<file path="src/rtl/decim_sched.sv">
// Two-channel decimating averager: round-robin arbitration into one shared
// accumulate-and-shift datapath feeding a single-entry output register.
module decim_sched #(
  parameter int DATA_SIZE = 24,
  parameter int MAX_LOG2  = 4
) (
  input  logic                 clk,
  input  logic                 rst,
  input  logic                 enable,
  input  logic [2:0]           log2_factor,
  input  logic                 left_valid,
  input  logic [DATA_SIZE-1:0] left_data,
  output logic                 left_ready,
  input  logic                 right_valid,
  input  logic [DATA_SIZE-1:0] right_data,
  output logic                 right_ready,
  output logic                 out_valid,
  input  logic                 out_ready,
  output logic [DATA_SIZE-1:0] out_data,
  output logic                 out_channel,
  output logic                 busy,
  output logic                 cfg_err
);

  localparam int ACC_W = DATA_SIZE + MAX_LOG2;
  localparam int CNT_W = MAX_LOG2 + 1;
  localparam logic [2:0] MAX_F = 3'(MAX_LOG2);

  typedef enum logic [1:0] {
    IDLE  = 2'd0,
    ARM   = 2'd1,
    RUN   = 2'd2,
    FLUSH = 2'd3
  } state_t;

  function automatic logic [CNT_W-1:0] block_len(input logic [2:0] f);
    return CNT_W'(1) << f;
  endfunction

  function automatic logic [ACC_W-1:0] sext(input logic [DATA_SIZE-1:0] d);
    return {{MAX_LOG2{d[DATA_SIZE-1]}}, d};
  endfunction

  // Arithmetic shift floors toward minus infinity; the mean always fits DATA_SIZE.
  function automatic logic [DATA_SIZE-1:0] scale(input logic signed [ACC_W-1:0] s,
                                                 input logic [2:0] f);
    logic signed [ACC_W-1:0] t;
    t = s >>> f;
    return DATA_SIZE'(t);
  endfunction

  state_t                 state_r;
  state_t                 state_next_s;
  logic [2:0]             factor_r;
  logic [ACC_W-1:0]       acc_l_r;
  logic [ACC_W-1:0]       acc_r_r;
  logic [CNT_W-1:0]       cnt_l_r;
  logic [CNT_W-1:0]       cnt_r_r;
  logic                   ptr_r;
  logic                   out_valid_r;
  logic [DATA_SIZE-1:0]   out_data_r;
  logic                   out_channel_r;
  logic                   cfg_err_r;

  logic                   stall_s;
  logic                   done_l_s;
  logic                   done_r_s;
  logic                   can_l_s;
  logic                   can_r_s;
  logic                   grant_l_s;
  logic                   grant_r_s;
  logic [ACC_W-1:0]       acc_sel_s;
  logic [DATA_SIZE-1:0]   data_sel_s;
  logic [CNT_W-1:0]       cnt_sel_s;
  logic [CNT_W-1:0]       cnt_inc_s;
  logic signed [ACC_W-1:0] sum_s;
  logic                   done_s;
  logic                   load_s;
  logic [DATA_SIZE-1:0]   result_s;

  // State register
  always_ff @(posedge clk) begin
    if (rst) begin
      state_r <= IDLE;
    end else begin
      state_r <= state_next_s;
    end
  end

  // Next-state logic
  always_comb begin
    state_next_s = state_r;
    case (state_r)
      IDLE: begin
        if (enable) begin
          state_next_s = ARM;
        end else begin
          state_next_s = IDLE;
        end
      end
      ARM: begin
        state_next_s = RUN;
      end
      RUN: begin
        if (!enable) begin
          state_next_s = FLUSH;
        end else begin
          state_next_s = RUN;
        end
      end
      FLUSH: begin
        if (!out_valid_r || out_ready) begin
          state_next_s = IDLE;
        end else begin
          state_next_s = FLUSH;
        end
      end
      default: begin
        state_next_s = IDLE;
      end
    endcase
  end

  // Completion lookahead: a block-finishing grant needs room in the output register
  always_comb begin
    stall_s  = out_valid_r & ~out_ready;
    done_l_s = ((cnt_l_r + CNT_W'(1)) == block_len(factor_r));
    done_r_s = ((cnt_r_r + CNT_W'(1)) == block_len(factor_r));
    can_l_s  = left_valid & ~(done_l_s & stall_s);
    can_r_s  = right_valid & ~(done_r_s & stall_s);
  end

  // Round-robin arbiter; ptr_r=1 means right is preferred next
  always_comb begin
    grant_l_s = 1'b0;
    grant_r_s = 1'b0;
    if (state_r == RUN) begin
      if (can_l_s && can_r_s) begin
        grant_l_s = ~ptr_r;
        grant_r_s = ptr_r;
      end else begin
        grant_l_s = can_l_s;
        grant_r_s = can_r_s;
      end
    end else begin
      grant_l_s = 1'b0;
      grant_r_s = 1'b0;
    end
  end

  // Shared adder serving whichever channel holds the grant
  always_comb begin
    acc_sel_s  = grant_r_s ? acc_r_r    : acc_l_r;
    data_sel_s = grant_r_s ? right_data : left_data;
    cnt_sel_s  = grant_r_s ? cnt_r_r    : cnt_l_r;
    sum_s      = acc_sel_s + sext(data_sel_s);
    cnt_inc_s  = cnt_sel_s + CNT_W'(1);
    done_s     = (cnt_inc_s == block_len(factor_r));
    load_s     = (grant_l_s | grant_r_s) & done_s;
    result_s   = scale(sum_s, factor_r);
  end

  // Factor latch, sticky config error, accumulators, counts and arbitration pointer
  always_ff @(posedge clk) begin
    if (rst) begin
      factor_r  <= 3'd0;
      cfg_err_r <= 1'b0;
      acc_l_r   <= '0;
      acc_r_r   <= '0;
      cnt_l_r   <= '0;
      cnt_r_r   <= '0;
      ptr_r     <= 1'b0;
    end else begin
      case (state_r)
        ARM: begin
          factor_r  <= (log2_factor > MAX_F) ? MAX_F : log2_factor;
          cfg_err_r <= cfg_err_r | (log2_factor > MAX_F);
          acc_l_r   <= '0;
          acc_r_r   <= '0;
          cnt_l_r   <= '0;
          cnt_r_r   <= '0;
          ptr_r     <= 1'b0;
        end
        RUN: begin
          if (grant_l_s) begin
            ptr_r   <= 1'b1;
            acc_l_r <= done_s ? '0 : sum_s;
            cnt_l_r <= done_s ? '0 : cnt_inc_s;
          end else if (grant_r_s) begin
            ptr_r   <= 1'b0;
            acc_r_r <= done_s ? '0 : sum_s;
            cnt_r_r <= done_s ? '0 : cnt_inc_s;
          end else begin
            ptr_r <= ptr_r;
          end
        end
        FLUSH: begin
          acc_l_r <= '0;
          acc_r_r <= '0;
          cnt_l_r <= '0;
          cnt_r_r <= '0;
        end
        default: begin
          factor_r <= factor_r;
        end
      endcase
    end
  end

  // Single-entry output register, refillable in the cycle it drains
  always_ff @(posedge clk) begin
    if (rst) begin
      out_valid_r   <= 1'b0;
      out_data_r    <= '0;
      out_channel_r <= 1'b0;
    end else if (load_s) begin
      out_valid_r   <= 1'b1;
      out_data_r    <= result_s;
      out_channel_r <= grant_r_s;
    end else if (out_ready) begin
      out_valid_r   <= 1'b0;
    end else begin
      out_valid_r   <= out_valid_r;
    end
  end

  assign left_ready  = grant_l_s;
  assign right_ready = grant_r_s;
  assign out_valid   = out_valid_r;
  assign out_data    = out_data_r;
  assign out_channel = out_channel_r;
  assign busy        = (state_r != IDLE);
  assign cfg_err     = cfg_err_r;

endmodule

</file>
<file path="config.mk">
export PLATFORM = sky130hd
export DESIGN_NAME = decim_sched
export DESIGN_NICKNAME = d
export VERILOG_FILES = /design/src/rtl/decim_sched.sv
export SDC_FILE = /design/constraint.sdc
export NUM_CORES = 1
export LEC_CHECK = 0
export ABC_AREA = 1
export BUFFER_PORTS_ARGS = -buffer_cell sky130_fd_sc_hd__buf_2
export CAP_MARGIN = 25
export CORE_AREA = 10 10 236 148
export DETAILED_ROUTE_END_ITERATION = 10
export DIE_AREA = 0 0 246 158
export HOLD_SLACK_MARGIN = 0.12
export PLACE_DENSITY = 0.48
export SETUP_SLACK_MARGIN = 0.02
export SLEW_MARGIN = 20
export SYNTH_ARGS = -nofsm -noshare
export SYNTH_HDL_FRONTEND = slang
export SYNTH_SLANG_ARGS = --single-unit
</file>
<file path="constraint.sdc">
create_clock -name clk -period 3.88 [get_ports clk]
set_input_delay 0.388 -clock clk [delete_from_list [all_inputs] [get_ports clk]]
set_output_delay 0.388 -clock clk [all_outputs]
set_load 0.05 [all_outputs]
</file>
After elaboration in Yosys (flattened, before gate mapping)

Cells that the tools add are included.

Output and inout port bits: 30
Input bits: 57
Register bits after elaboration: 99

Shift-type cells: 2
Bitwise logic cells: 12
Magnitude comparators: 1
Reduce and logical (&&, ||, !) cells: 12
$add $sub $neg: 4
Eq/ne operators: 10
Multiplexer cells: 29

Operators by type and width:

| kind                  | number |
|---|---|
| $mux W28              | 5 |
| $pmux W28 S2          | 2 |
| $add A28 B28 Y28      | 1 |
| $sshr A28 B3 Y24      | 1 |
| $mux W5               | 5 |
| $mux W24              | 1 |
| $pmux W5 S2           | 2 |
| $add A5 B1 Y5 const B | 3 |
| $eq A5 B5 Y1          | 3 |
| $mux W1               | 10 |
| $pmux W2 S4           | 1 |
| $reduce_bool A2 Y1    | 4 |
| $and A1 B1 Y1         | 6 |
| $ne A2 B2 Y1 const B  | 3 |
| $shl A1 B3 Y5 const A | 1 |
| $eq A2 B2 Y1 const B  | 2 |
| $not A1 Y1            | 4 |
| $reduce_and A2 Y1     | 2 |
| $gt A3 B3 Y1 const B  | 1 |
| $mux W3               | 1 |
| $ne A3 B3 Y1 const B  | 1 |
| $reduce_and A3 Y1     | 1 |
| $eq A2 B1 Y1 const B  | 1 |
| $logic_not A2 Y1      | 1 |
| 7 further kinds       | 8 |

Logic depth before layout (Yosys ltp)

Word-level depth: 15
Mapped depth: 34
Gate-level depth less buffers: 32

Worst setup path after synthesis

Ideal clock, no wire load.

Path kind: register to register
From: reg out_valid_r, in the netlist out_valid
To: reg out_data_r[19], in the netlist out_data[19]
Data required time: 3765 ps
Cell stages (with the launch flop): 28
Data arrival time: 4284 ps
Clock period less this slack: 4399 ps
Slack: -519 ps
Path through: dfxtp_1 -> inv_1 -> nor2_1 -> nand2_1 -> nor2_1 -> nand4_1 -> nand3_2 -> nand3_4 -> buf_2 -> clkinv_1 -> clkbuf_1 -> nand2_1 -> nand2_1 -> ha_1 -> a21oi_1 -> o21ai_0 -> a31oi_1 -> nor2_1 -> a211oi_1 -> nand2_1 -> nand2_1 -> nand2_1 -> o21ai_0 -> nand2_1 -> nand2_1 -> nor2_1 -> nor3_2 -> nor2_1

Longest elaborated chain between the ends: 11
Elaborated cells between the ends (all ways): 21
Classes of those cells: add/sub: 2; eq/ne: 1; shift: 1; mux: 7; bitwise: 9; reduce/logical: 1

RTL lines:

| element                                                                  | RTL line | text |
|---|---|---|
| start: declaration                                                       | 60       | `logic out_valid_r;` |
| start signal: assignment                                                 | 223      | `out_valid_r <= out_valid_r;` |
| $and A1 B1 Y1 (*)                                                        | 126      | `stall_s = out_valid_r & ~out_ready;` |
| $and A1 B1 Y1, on equally long branches                                  | 129, 130 |  |
| $not A1 Y1, on equally long branches                                     | 129, 130 |  |
| $and A1 B1 Y1, on equally long branches                                  | 129, 130 |  |
| $logic_and A1 B1 Y1                                                      | 138      | `if (can_l_s && can_r_s) begin` |
| $mux W1 (*)                                                              | 138      |  |
| $mux W1 (*)                                                              | 137      | `if (state_r == RUN) begin` |
| net right_ready                                                          | 16       | `output logic right_ready,` |
| parallel branches: the longest is 4 deep, another holds $add A28 B28 Y28 | --       |  |
| end signal: assignment                                                   | 218      | `out_data_r <= result_s;` |
| end: declaration                                                         | 61       | `logic [DATA_SIZE-1:0] out_data_r;` |

Mark *: on every way through the listed nets, which the timed path passes.
A chain may end at the register's enable or synchronous reset.

Final worst setup path

From: reg cnt_l_r[0]
To: reg out_data_r[21], in the netlist out_data[21]

Longest elaborated chain between the ends: 12
Elaborated cells between the ends (all ways): 19
Classes of those cells: add/sub: 3; eq/ne: 2; shift: 1; mux: 7; bitwise: 5; reduce/logical: 1

RTL lines:

| element                                                                   | RTL line | text |
|---|---|---|
| start: declaration                                                        | 57       | `logic [CNT_W-1:0] cnt_l_r;` |
| start signal: assignment                                                  | 188      | `cnt_l_r <= done_s ? '0 : cnt_inc_s;` |
| parallel branches: the longest is 12 deep, another holds $add A28 B28 Y28 | --       |  |

Parallel ways; which one is timed is not known.

==> results.json <==
{
  "status": "complete, but fails checks",
  "violations": "negative setup slack",
  "die_area_sq_mm": 0.03887,
  "grt-ovfl-total": 0,
  "drt-pass1-iter-count": 7,
  "instances_no_fill": 1965,
  "rows": 50,
  "p_switching_w": 0.002074,
  "cts_buffers": 9,
  "design_area_sq_mm": 0.01289,
  "worstPathRequired_ns": 4.18,
  "postPlaceCellArea_sq_mm": 0.009822,
  "dp_hpwl_um": 23360,
  "gp_congestion": 0.9051,
  "cts_buffer_depth": 2,
  "ys_async_sr_fraction": 0,
  "layout.nets": 1632,
  "fin_crit_sh": 1.065,
  "switching_share": 0.4294,
  "clkPwrFrac": 0.189,
  "postSynthNetCount": 1338,
  "endpoint_kind": "register",
  "start_util": 0.2457,
  "crit_start": "cnt_l_r[0]",
  "num-fill-cells": 3145,
  "layout_commonest_cell": "nand2_1",
  "hold_viol_final": 0,
  "rsz0062_at_grt": "true",
  "holdBufCountCts": 0,
  "path_common_cell": "nand2_2",
  "setup_ws_ns": -0.2540,
  "grt_max_degree": 68,
  "ys_warn_count": 0,
  "p_leak_nw": 5.810,
  "min_path_type": "in2reg",
  "max-vdd-ir-drop_uv": 238.4,
  "r2r_setup_slack_ns": -0.25,
  "cts_root_buf": "clkbuf_16",
  "hold_ws_ns": 0.3178,
  "cp.buffers_inverters": 6,
  "intPower_w": 0.002756,
  "cp_num_cells": 32,
  "worstSkewPairLatency_ns": 0.38,
  "multi_input_area_sq_mm": 0.006698,
  "crit_family": "simple AND/OR/NAND/NOR gates",
  "antenna_cells": 0,
  "power_frac_comb": 0.568,
  "ys.flop_type": "dfxtp_1",
  "worst_r2r_endpoint": "out_data[21]",
  "port_buffers": 86,
  "dp_cells": 1882,
  "vias": 9538,
  "design.core.area_sq_mm": 0.03072,
  "viasPerCell": 4.854,
  "relSlewSlack": 0.3854,
  "tritoncts": "built",
  "slowest_delay_ns": 0.37,
  "grt_pass1_vias": 8634,
  "synth_edf_count": 0,
  "cp-start-kind": "register",
  "ff2ff_path_depth": 32,
  "synth.distinct_cells": 46,
  "max_cap_viol_count": 0,
  "cts.sinks": 99,
  "timing.fmax_mhz": 241.9,
  "avgRoutedWirePerCell_um": 17.35,
  "yosys.area.top_type": "dfxtp_1",
  "critPathArrivalTime_ns": 4.43,
  "synth_seq_cells": 99,
  "mappedNetlistArea_sq_mm": 0.007546,
  "worstMarginPinSlew_ns": 0.9162,
  "synth_area_leaders": "dfxtp_1 26%, nand2_1 20%, nand3_1 8.3%, a21oi_1 7.0%, o21ai_0 5.8%",
  "r2r_start": "cnt_l_r[0]",
  "synth_top_area_frac": 0.2626,
  "drive_gt1_frac": 0.4777,
  "powerDensity_mw_per_mm2": 374.8,
  "drc": 0,
  "slew_violations": 0,
  "dieWidth_um": 246,
  "crit_end": "out_data[21]",
  "clock_skew_ns": 0.01950,
  "drt_wl_total_um": 34100,
  "crit_path_max_fanout": 6,
  "synthCells": 1250,
  "seq_area_frac_synth": 0.2626,
  "cts_max_level": 3,
  "period_minus_slack_ns": 4.134,
  "area_delta_synth_final_pct": 70.78,
  "path_clk_slew_ns": 0.08,
  "die_h_um": 158,
  "drtIter0Drc": 670,
  "grt_pass1_wl_um": 50230,
  "crit_slowest_cell": "dfxtp_4",
  "synth_area_per_cell_sq_um": 6.037,
  "crit_type": "reg2reg",
  "setup_viol": 30,
  "ant_nets": 0,
  "antenna_found_initial": 0,
  "ioPinCount": 87,
  "layout_common_cells": "271 x nand2_1, 199 x buf_4, 109 x nand2_2",
  "p_seq_frac": 0.243,
  "register_area_sq_mm": 0.002003,
  "groute.usage.overall": 0.1646
}
repair_timing:
item                                    4_1_cts  5_1_grt
pin swaps                                    58      116
endpoints found under the setup margin       77       92
gates resized for setup                     245      268
setup buffers                                37       26
gates cloned                                  6        5
cell families (layout without fill, tap and decap cells):
group,count (synthesis),in the layout,share of synthesized area
fa+ha+maj,31,31,0.05240
flops,99,99,0.2626
buf+inv,159,458,0.09119
simple gates,717,717,0.4130
mux,1,1,0.001327
xor+xnor,20,20,0.02321
compound gates,223,223,0.1562
power by group through the flow:
stage	registers [W]	logic [W]	clock network (W)
2_1_floorplan	0.00124	0.00103	0
3_3_place_gp	0.00119	0.00190	0
3_5_place_dp	0.00119	0.00191	0
4_1_cts	0.00117	0.00222	0.000937
5_1_grt	0.00119	0.00294	0.000976
6_report	0.00117	0.00274	0.000914
final cells by class:
class | count | area share
Multi-Input combinational cell | 992 | 0.5197
Sequential cell | 99 | 0.1554
Clock inverter | 6 | 0.004175
Timing Repair Buffer | 356 | 0.2355
Tap cell | 416 | 0.04039
Inverter | 86 | 0.02699
Clock buffer | 10 | 0.01777
worst min-delay path by stage:
stage / start / end / slack (ns) / cells past startpoint
final: enable / state_r[0] / 0.32 / 3
after global routing: enable / state_r[0] / 0.31 / 3
after CTS: enable / state_r[0] / 0.30 / 3
after detailed placement: acc_l_r[27] / acc_l_r[27] / 0.46 / 2
after global placement: cfg_err / cfg_err / 0.45 / 2
after floorplan: acc_l_r[14] / acc_l_r[14] / 0.45 / 2
flip-flops by register name, summed over array words and instances, names as in the netlist, 2 cells and up:
register and cells:
factor_r 3, out_data 24, acc_l_r 28, cnt_r_r 5, state_r 2, cnt_l_r 5
acc_r_r 28
worst min-delay path, stage by stage:
cell and delay (ns):
buf_2 0.10, nand2_1 0.06, a31oi_1 0.08
per-stage QoR:
step                      total power (W)  setup TNS, ns  setup WS, ns    util
final                            0.004830         -4.985       -0.2540  0.4196
after global placement           0.003090         -24.54       -0.7874  0.3198
after floorplan                  0.002264              0       0.02166       -
after detailed placement         0.003097         -26.09       -0.7764  0.3198
after global routing             0.005106         -15.17       -0.5141  0.4196
after CTS                        0.004329         -3.429       -0.1870  0.3775
per-layer routing:
layer | track usage | vias up | wire, um
met5 | 0 | - | 0
met4 | 0.02108 | 0 | 129
met3 | 0.04763 | 11 | 2777
met2 | 0.2045 | 288 | 12810
met1 | 0.2647 | 4496 | 18380
li1 | - | 4743 | -
synthesized netlist by cell type, drive strengths merged, types with 2 or more instances:
| cell type | n |
|---|---|
| a211oi | 3 |
| a21boi | 2 |
| a21o | 2 |
| a21oi | 107 |
| a31oi | 6 |
| buf | 29 |
| clkbuf | 44 |
| clkinv | 4 |
| dfxtp | 99 |
| ha | 30 |
| inv | 82 |
| nand2 | 418 |
| nand3 | 130 |
| nand4 | 53 |
| nor2 | 105 |
| nor3 | 6 |
| nor4 | 2 |
| o21ai | 93 |
| o21bai | 3 |
| or2 | 2 |
| xnor2 | 2 |
| xor2 | 18 |
(Power assumes the default switching activity.)
